$ cat config.mk
export PLATFORM = sky130hd
export DESIGN_NAME = jtcps2_keytx
export DESIGN_NICKNAME = d
export VERILOG_FILES = /design/src/rtl/jtcps2_keytx.sv
export SDC_FILE = /design/constraint.sdc
export NUM_CORES = 1
export LEC_CHECK = 0
export BUFFER_PORTS_ARGS = -buffer_cell sky130_fd_sc_hd__buf_2
export CAP_MARGIN = 10
export CORE_MARGIN = 2
export CORE_UTILIZATION = 60
export CTS_BUF_LIST = sky130_fd_sc_hd__clkbuf_8
export CTS_CLUSTER_SIZE = 16
export DETAILED_ROUTE_END_ITERATION = 10
export PLACE_DENSITY = 0.9
export SETUP_SLACK_MARGIN = 0.2
export SYNTH_ARGS = -nofsm -noshare
export SYNTH_HDL_FRONTEND = slang
export SYNTH_SLANG_ARGS = --single-unit
$ cat constraint.sdc
create_clock -name clk -period 12.4 [get_ports clk]
set_input_delay 1.86 -clock clk [delete_from_list [all_inputs] [get_ports clk]]
set_output_delay 1.86 -clock clk [all_outputs]
set_load 0.005 [all_outputs]
$ cat src/rtl/jtcps2_keytx.sv
// jtcps2_keytx
// Serialises a CPS2 decryption key frame to the key-loader port.
// On an accepted start, addr_rng and key are captured into a 160-bit cfg word.
// The cfg word is scrambled into the loader's raw bit order. Twenty bytes are
// then sent LSB byte first. Each byte is held for WE_HIGH cycles with dout_we
// high, then for WE_LOW cycles with dout_we low. A running checksum is kept
// in sum.
//
// Ports
//   clk       clock, rising edge
//   rst       asynchronous active-high reset
//   start     frame request, only looked at while busy is low
//   addr_rng  16-bit address-range field
//   key       64-bit decryption key
//   dout      byte presented to the loader
//   dout_we   byte strobe, loader captures dout on its rising edge
//   busy      frame in progress
//   done      one-cycle pulse when the frame completes
//   sum       running checksum of the bytes sent in this frame
module jtcps2_keytx #(
    parameter int WE_HIGH = 2,
    parameter int WE_LOW  = 2
) (
    input  logic        clk,
    input  logic        rst,
    input  logic        start,
    input  logic [15:0] addr_rng,
    input  logic [63:0] key,
    output logic [7:0]  dout,
    output logic        dout_we,
    output logic        busy,
    output logic        done,
    output logic [11:0] sum
);

    typedef enum logic [1:0] {
        IDLE,
        HIGH,
        LOW,
        DONE
    } state_t;

    localparam logic [3:0] H_LAST    = 4'(WE_HIGH - 1);
    localparam logic [3:0] L_LAST    = 4'(WE_LOW - 1);
    localparam logic [4:0] LAST_BYTE = 5'd19;

    // Base bit position in raw for each 16-bit cfg slice, indexed by slice.
    localparam int BASE [10] = '{128, 144, 96, 112, 80, 64, 48, 32, 16, 0};

    state_t         state;
    state_t         next_state;
    logic [3:0]     phase;
    logic [4:0]     byte_cnt;
    logic [159:0]   cfg;
    logic [159:0]   raw_map;
    logic [159:0]   raw_q;
    logic           accept;
    logic           phase_end;
    logic           next_byte;

    // One checksum step. The byte is sign-extended to 12 bits before the add.
    function automatic logic [11:0] sum_step(input logic [11:0] s, input logic [7:0] d);
        logic [11:0] t;
        t = ((d & 8'hCF) != 8'h00) ? (s ^ 12'h065) : s;
        return t + {{4{d[7]}}, d};
    endfunction

    assign cfg = {addr_rng, 80'h0, key};

    // Scramble cfg into loader bit order. Within a slice, the top six bits go
    // reversed to base+10..base+15. The middle eight go reversed to
    // base..base+7. The two lowest bits land at +8/+9 of the preceding base,
    // wrapping around the 160-bit word.
    for (genvar k = 0; k < 10; k++) begin : g_slice
        for (genvar j = 0; j < 6; j++) begin : g_hi
            assign raw_map[BASE[k] + 10 + j] = cfg[16*k + 15 - j];
        end
        for (genvar j = 0; j < 8; j++) begin : g_lo
            assign raw_map[BASE[k] + j] = cfg[16*k + 9 - j];
        end
        assign raw_map[(BASE[k] + 152) % 160] = cfg[16*k + 1];
        assign raw_map[(BASE[k] + 153) % 160] = cfg[16*k];
    end

    // State register. Reset is asynchronous, so dout_we drops at once when
    // rst rises mid-frame.
    always_ff @(posedge clk or posedge rst) begin
        if (rst) begin
            state <= IDLE;
        end else begin
            state <= next_state;
        end
    end

    // Next-state logic and the strobes derived from state. accept and
    // next_byte tell the datapath when to load a new byte.
    always_comb begin
        next_state = state;
        accept     = 1'b0;
        phase_end  = 1'b0;
        next_byte  = 1'b0;
        dout_we    = 1'b0;
        busy       = 1'b0;
        done       = 1'b0;
        case (state)
            IDLE: begin
                if (start) begin
                    accept     = 1'b1;
                    next_state = HIGH;
                end
            end
            HIGH: begin
                dout_we   = 1'b1;
                busy      = 1'b1;
                phase_end = (phase == H_LAST);
                if (phase_end) begin
                    next_state = LOW;
                end
            end
            LOW: begin
                busy      = 1'b1;
                phase_end = (phase == L_LAST);
                if (phase_end) begin
                    if (byte_cnt == LAST_BYTE) begin
                        next_state = DONE;
                    end else begin
                        next_byte  = 1'b1;
                        next_state = HIGH;
                    end
                end
            end
            DONE: begin
                done       = 1'b1;
                next_state = IDLE;
            end
            default: next_state = IDLE;
        endcase
    end

    // Datapath. The scrambled word is captured on accept and then shifted
    // down a byte at a time, so the next byte is always in raw_q[15:8]. dout
    // and sum change only on entry to HIGH. Both therefore hold steady through
    // a byte and after the frame ends.
    always_ff @(posedge clk or posedge rst) begin
        if (rst) begin
            phase    <= 4'd0;
            byte_cnt <= 5'd0;
            raw_q    <= '0;
            dout     <= 8'h00;
            sum      <= 12'h000;
        end else if (accept) begin
            phase    <= 4'd0;
            byte_cnt <= 5'd0;
            raw_q    <= raw_map;
            dout     <= raw_map[7:0];
            sum      <= sum_step(12'h000, raw_map[7:0]);
        end else if (next_byte) begin
            phase    <= 4'd0;
            byte_cnt <= byte_cnt + 5'd1;
            raw_q    <= {8'h00, raw_q[159:8]};
            dout     <= raw_q[15:8];
            sum      <= sum_step(sum, raw_q[15:8]);
        end else if (busy) begin
            phase <= phase_end ? 4'd0 : phase + 4'd1;
        end
    end

endmodule

# [Word-level counts from Yosys, hierarchy flattened]
# Cells that the tools add are included.
[totals] register_bits=191 elab_cells=54
[op_classes] n_eq_ne=8 muxes=28 n_reduce_logical=7 bitwise_logic=1 n_addsub=4
[ops] operator="$mux W160" count=2
[ops] operator="$mux W12" count=2
[ops] operator="$mux W4" count=4
[ops] operator="$mux W8" count=2
[ops] operator="$reduce_bool A8 Y1" count=2
[ops] operator="$mux W7" count=2
[ops] operator="$add A12 B12 Y12" count=1
[ops] operator="$mux W5" count=2
[ops] operator="$add A8 B8 Y9" count=1
[ops] operator="$mux W1" count=9
[ops] operator="$mux W2" count=4
[ops] operator="$pmux W2 S4" count=1
[ops] operator="$ne A2 B2 Y1 const B" count=3
[ops] operator="$add A5 B1 Y5 const B" count=1
[ops] operator="$eq A5 B5 Y1 const B" count=1
[ops] operator="$add A4 B1 Y4 const B" count=1
[ops] operator="$eq A2 B2 Y1 const B" count=2
[ops] operator="$eq A4 B1 Y1 const B" count=1
[ops] operator="$not A4 Y4" count=1
[ops] operator="$reduce_and A3 Y1" count=1
[ops] operator="$reduce_bool A3 Y1" count=1
[ops] operator="$eq A2 B1 Y1 const B" count=1
[ops] operator="$logic_not A2 Y1" count=1
[ops] operator="$reduce_bool A2 Y1" count=1
[ops] operator="$reduce_or A2 Y1" count=1

# [Logic depth before layout (Yosys ltp)]
# Gate-level depths: netlist (run 1).
[depth] word_depth=7 mapped_depth=13

# [Least setup slack after synthesis (run 1)]
# Ideal clock, no wire load.
[synth_timing] path_kind="input to register" startpoint="in addr_rng[2]" endpoint="reg sum[8]" required_time_ns=12.271 n_path_buf=0 slack_ns=9.049 arrival_time_ns=3.222 cell_stages=10 path_cell_list="nor3_1 nand3_1 ha_1 nand3_1 nor2_1 nor2_1 a21oi_2 inv_1 o22ai_1 nand3_1"
[synth_between] elab_chain_len=4
[synth_lines] element="start: declaration" line="27" rtl="input logic [15:0] addr_rng,"
[synth_lines] element="$reduce_bool A8 Y1" line="64" rtl="t = ((d & 8'hCF) != 8'h00) ? (s ^ 12'h065) : s;"
[synth_lines] element="$mux W7" line="64"
[synth_lines] element="$add A8 B8 Y9 (*)" line="65" rtl="return t + {{4{d[7]}}, d};"
[synth_lines] element="$mux W12 (*)" line="151" rtl="end else if (accept) begin"
[synth_lines] element="end signal: assignment" line="156" rtl="sum <= sum_step(12'h000, raw_map[7:0]);"
[synth_lines] element="end signal: assignment" line="162" rtl="sum <= sum_step(sum, raw_q[15:8]);"
[synth_lines] element="end: declaration" line="33" rtl="output logic [11:0] sum"
# Every way passes the cells marked *; elsewhere a longest branch is shown, timed or not.
# A chain may end at the register's enable or synchronous reset.

# [Worst setup path after layout (run 1)]
[layout_timing] startpoint="reg state[0]" endpoint="out busy"
[layout_between] elab_chain_len=3 elab_cells_between_ends=4 classes_between="2 x eq/ne; 1 x mux; 1 x reduce/logical"
[layout_lines] element="start: declaration" line="50" rtl="state_t state;"
[layout_lines] element="start signal: assignment" line="91" rtl="state <= next_state;"
[layout_lines] element="$eq A2 B2 Y1 or $eq A2 B1 Y1 (tied branches)" line="105" rtl="case (state)"
[layout_lines] element="$reduce_or A2 Y1 (no source line) (*)"
[layout_lines] element="$mux W1 (*)" line="105"
[layout_lines] element="end: declaration" line="31" rtl="output logic busy,"
# Marked as above.

==> impl_metrics.csv, run 1 <==
group,metric,value,unit
sta,finalSetupTns,0,ns
critical_path,rr_startpoint,"raw_q[14]",
clock_network,clk_pin_slew,0.09,ns
power_and_ir_drop,vdd_drop_max,140,uV
logic_synthesis,synthFlopType,"dfrtp_1",
logic_synthesis,async_flop_share,1.00,
cells_and_area,fin_area,9460,um2
clock_network,hold_buffers,0,
clock_network,cts.sinks,183,
cells_and_area,seqCellArea,4580,um2
sta,finalSetupViolations,0,
clock_network,numCtsBuffers,17,
logic_synthesis,syn-num-nets,1102,
power_and_ir_drop,power.density,227,nW/um2
critical_path,crit_fanout,5,
floorplanning,die_area,15300,um2
hold_path,hold_path_class,"register to register",
sta,clock_skew,0.0110,ns
place,routabilityCongestion,0.873,
sta,max_slew.worst_pin.slew,1.16,ns
sta,max_freq,296,MHz
power_and_ir_drop,total_power,2150,uW
global_routing,grt_overflow,0,
place,port_buffers,105,
floorplanning,start_util,0.617,
logic_synthesis,yosysMostFrequentCell,"nand2_1",
power_and_ir_drop,p_leak,0.00441,uW
sta,maxSlewViolCount,0,
critical_path,startpoint,"state[0]",
logic_synthesis,synth_common_cells,"nand2_1 (320), dfrtp_1 (183), nor2_1 (103)",
floorplanning,rows,43,
place,dp_hpwl,11400,um
logic_synthesis,syn_area_per_cell,8.66,um2
sta,slew-limit-headroom,0.228,
logic_synthesis,yosys.area.top_type,"dfrtp_1",
routing,wl,18100,um
cells_and_area,syn_to_final_growth,10.1,%
clock_network,cts_resized,0,
critical_path,worstSetupPathType,"register to output port",
cells_and_area,drive_above_1_share,0.141,
sta,hold_ws,0.511,ns
sta,hold_violations,0,
status,status,"completed",
critical_path,crit_path_end_kind,"output port",
routing,firstDrtPassIters,5,
critical_path,cp.arrival,1.52,ns
routing,wl_per_cell,14.6,um
cells_and_area,multi_input_area,3650,um2
logic_synthesis,ys_top_cells_by_area,"dfrtp_1 (53%), nand2_1 (14%), a21oi_1 (5.8%)",
global_routing,grt_start_max_net_pins,128,
logic_synthesis,synth.top_cell.area_share,0.533,
global_routing,grt_pass1_vias,6674,
clock_network,clock-root-buffer,"clkbuf_8",
place,dpl-instance-area,9080,um2
flow_run,maxCapViolations,0,
logic_synthesis,synth_edf_count,0,
critical_path,critPathRequiredTime,10.54,ns
critical_path,startpoint_type,"register",
logic_synthesis,ys_types,44,
routing,vias_per_cell,5.73,
floorplanning,die_w,124,um
sta,finalCritPeriodShare,0.273,
clock_network,clk_latency,0.48,ns
clock_network,ctsLongestPathBuffers,2,
floorplanning,coreArea,13900,um2
global_routing,track_usage,0.256,
clock_network,htree_levels,4,
hold_path,min-delay-start,"raw_q[155]",
global_routing,grt_pass1_wl,30700,um
sta,rsz0062_at_grt,"false",
logic_synthesis,ys_ff_latch,183,
cells_and_area,n_antenna_cell,0,
floorplanning,die_h,124,um
logic_synthesis,synth_seq_area_share,0.533,
routing,vias,7110,
routing,drtAntennaViolNets,0,
logic_synthesis,ys_warn_count,0,
cells_and_area,nNetsFinal,1158,
global_routing,antenna_found_initial,0,
logic_synthesis,syn_inst,992,
routing,drc,0,
sta,min_period,3.38,ns
routing,drt_iter0_markers,600,
cells_and_area,finalCoreUtilization,0.679,
floorplanning,num_io_pins,106,
clock_network,cts_tree,"done",
logic_synthesis,syn-cell-area,8590,um2
clock_network,post_cts_buffers,0,
cells_and_area,final.fill_count,1059,
[final timing paths]
path / endpoint / slack (ns) / cells after the start
hold / removal: raw_q[155] / 0.51 / 1
setup reg to reg: sum[11] / 9.30 / 11
setup / recovery: busy / 9.02 / 3
hold reg to reg: raw_q[155] / 0.51 / 1
min in group asynchronous: raw_q[99] / 1.56 / 2
max in group asynchronous: raw_q[40] / 9.28 / 3
[layer usage]
layer	up-vias	GRT usage	routed length, um
met3	29	0.0650	1070
li1	3398	-	-
met5	-	0	0
met1	3473	0.347	7800
met2	210	0.405	8890
met4	0	0.0874	356
[logic make-up after synthesis]
| group | share of synthesized area |
|---|---|
| AOI/OAI and AO/OA | 0.146 |
| xor gates and xnor gates | 0.0214 |
| and+or+nand+nor | 0.211 |
| muxes | 0.00466 |
| adders and majority gates | 0.0402 |
| DFF | 0.533 |
| buffers and inverters | 0.0438 |
[placed cells by master, fill, tap and decap left out, types with 2 or more instances in the layout]
cell,n
nand2_1,319
dfrtp_1,183
buf_2,105
nor2_1,103
a21oi_1,99
a31oi_1,77
ha_1,26
clkbuf_8,19
xor2_1,15
inv_1,14
o21ai_0,9
a22o_1,8
nand3_1,7
a211oi_1,6
xnor2_1,6
buf_4,5
nor3_1,4
inv_6,4
nand2b_1,4
mux2i_1,4
a21o_1,3
nor2b_1,3
o21bai_1,3
clkinvlp_4,3
nand2_4,2
and3_1,2
or3_1,2
o22ai_1,2
clkinv_4,2
clkinv_2,2
[report_power, final]
part           total [uW]  switching, uW  internal, uW
combinational         839            505           335
sequential            919            133           786
clock                 391            219           172
[cell type report]
cell class | count | share of cell area
Clock buffer | 19 | 0.0276
Clock inverter | 13 | 0.0128
Inverter | 14 | 0.00608
Multi-Input combinational cell | 722 | 0.386
Sequential cell | 183 | 0.484
Tap cell | 180 | 0.0238
Timing Repair Buffer | 110 | 0.0595
[flip-flops by register name (all words and copies together) (netlist names)]
register and count:
sum 12, state 2, dout 7, phase 4
byte_cnt 5, raw_q 153
[worst max-delay path, stage by stage (launching register included)]
cell     delay [ns]
dfrtp_1        0.40
inv_1          0.11
ha_1           0.40
buf_2          0.15
[per-stage QoR]
step                cells  setup WS [ns]
CTS                  1241           9.00
finish               1241           9.02
floorplan             992           5.57
global route         1241           8.92
detailed placement   1209           8.65
global placement     1209           8.68
Note: power is estimated with default switching activity, not from simulation.
==> run 2, diff against run 1 <==
==> constraint.sdc (replaced) <==
create_clock -name clk -period 3.27 [get_ports clk]
set_input_delay 0.4905 -clock clk [delete_from_list [all_inputs] [get_ports clk]]
set_output_delay 0.4905 -clock clk [all_outputs]
set_load 0.005 [all_outputs]
==> impl_metrics.csv, run 2 (synthesis results as in run 1) <==
group,metric,value,unit
flow_run,maxCapViolations,0,
sta,clock_skew,0.0115,ns
power_and_ir_drop,p_leak,0.00445,uW
sta,maxSlewViolCount,0,
routing,vias,7054,
sta,finalSetupTns,0,ns
place,dp.cells,1210,
routing,drtAntennaViolNets,0,
cells_and_area,drive_above_1_share,0.147,
critical_path,critPathRequiredTime,3.68,ns
critical_path,worstSetupPathType,"register to register",
clock_network,clk_latency,0.47,ns
routing,drc,0,
cells_and_area,mostFrequentLayoutCell,"nand2_1",
sta,max_slew.worst_pin.slew,1.09,ns
critical_path,crit_fanout,4,
clock_network,clock-root-buffer,"clkbuf_8",
routing,wl_per_cell,14.8,um
clock_network,ctsLongestPathBuffers,2,
floorplanning,die_w,124,um
clock_network,htree_levels,4,
place,port_buffers,105,
clock_network,cts.sinks,183,
clock_network,cts_tree,"done",
critical_path,crit_path_end_kind,"register",
sta,hold_violations,0,
critical_path,cp.arrival,3.34,ns
place,dpl-instance-area,9150,um2
clock_network,numCtsBuffers,17,
cells_and_area,fin_cells,1244,
global_routing,grt_overflow,0,
cells_and_area,most-common-layout-cells,"nand2_1 (318), dfrtp_1 (182), buf_2 (105)",
sta,finalCritPeriodShare,0.897,
global_routing,grt_pass1_wl,31000,um
floorplanning,start_util,0.617,
cells_and_area,largest_reg_flops,153,
floorplanning,die_h,124,um
clock_network,clk_pin_slew,0.09,ns
cells_and_area,top_register,"raw_q",
routing,met1_length,8110,um
place,routabilityCongestion,0.913,
global_routing,antenna_found_initial,1,
sta,hold_ws,0.137,ns
sta,min_period,2.93,ns
critical_path,startpoint_type,"register",
floorplanning,rows,43,
status,status,"completed",
sta,rsz0062_at_grt,"false",
floorplanning,num_io_pins,106,
sta,finalSetupViolations,0,
cells_and_area,fin_area,9570,um2
routing,dr_wl_met2,8840,um
cells_and_area,top_regs,"raw_q x153, sum x12, dout x7",
routing,wl,18400,um
power_and_ir_drop,vdd_drop_max,596,uV
hold_path,hold_path_class,"primary input to asynchronous set/reset pin",
floorplanning,die_area,15300,um2
global_routing,track_usage,0.256,
floorplanning,coreArea,13900,um2
routing,top_layer_used,"met4",
sta,slew-limit-headroom,0.269,
routing,drt_iter0_markers,578,
routing,firstDrtPassIters,7,
cells_and_area,finalCoreUtilization,0.687,
power_and_ir_drop,power.density,858,nW/um2
global_routing,grt_start_max_net_pins,168,
global_routing,grt_pass1_vias,6631,
routing,route.met3.wl,1190,um
sta,max_freq,341,MHz
cells_and_area,syn_to_final_growth,11.3,%
place,dp_hpwl,11300,um
routing,vias_per_cell,5.67,
cells_and_area,nNetsFinal,1161,
==> run 2: changes by cell type in the layout (fill, tap and decap cells not counted), sizes merged <==
cell      before  now
clkinv         4    6
clkinvlp       3    1
buf          110  113
diode          0    1
inv           19   18
==> run 2: worst paths after layout <==
path	startpoint	end	slack (ns)	depth (start not counted)
max in group asynchronous	rst	raw_q[123]	2.57	3
worst min register to register	raw_q[158]	raw_q[158]	0.51	1
worst max register to register	raw_q[14]	sum[8]	0.34	13
worst min-delay path	rst	sum[9]	0.14	3
min in group clk	addr_rng[0]	raw_q[153]	0.24	2
worst max-delay path	raw_q[14]	sum[8]	0.34	13
==> run 2: cell type report <==
class	instances	area (um2)
Multi-Input combinational cell	722	3670
Antenna cell	1	2.50
Inverter	14	56.3
Tap cell	180	225
Fill cell	1032	4370
Clock inverter	12	120
Sequential cell	183	4580
Timing Repair Buffer	113	648
Clock buffer	19	262
==> run 2: power breakdown <==
group	switching, uW	internal (uW)	leakage [uW]
registers	510	2980	0.00230
clock network	830	653	0.000200
logic	1920	1310	0.00195
total	3260	4940	0.00445
==> run 2: repair_timing <==
action                     in CTS  in global routing
buffers inserted                0                  2
resized for setup               0                  6
hold buffers                    0                  0
setup endpoints to repair       0                  7
==> run 2: per-stage QoR <==
step | setup WS [ns] | power (uW)
finish | 0.335 | 8210
global route | 0.212 | 8850
CTS | 0.228 | 8190
detailed placement | 0.373 | 6690
global placement | 0.485 | 6560
floorplan | 0.429 | 5930
==> run 2: layer usage <==
| layer | track usage | vias up |
|---|---|---|
| met2 | 0.401 | 188 |
| met1 | 0.353 | 3432 |
| li1 | - | 3408 |
| met3 | 0.0733 | 26 |
| met4 | 0.0689 | 0 |
| met5 | 0 | - |
==> run 2: worst max-delay path, cell delays in order, from the launching register on <==
cell      delay [ns]
dfrtp_2         0.46
nor4_4          0.30
nand2_2         0.14
xor2_1          0.16
ha_1            0.25
inv_1           0.09
fa_1            0.40
nor2b_2         0.14
o21ai_0         0.09
nand2b_1        0.11
a21o_1          0.15
a21oi_1         0.11
or3_1           0.38
nand3_1         0.08
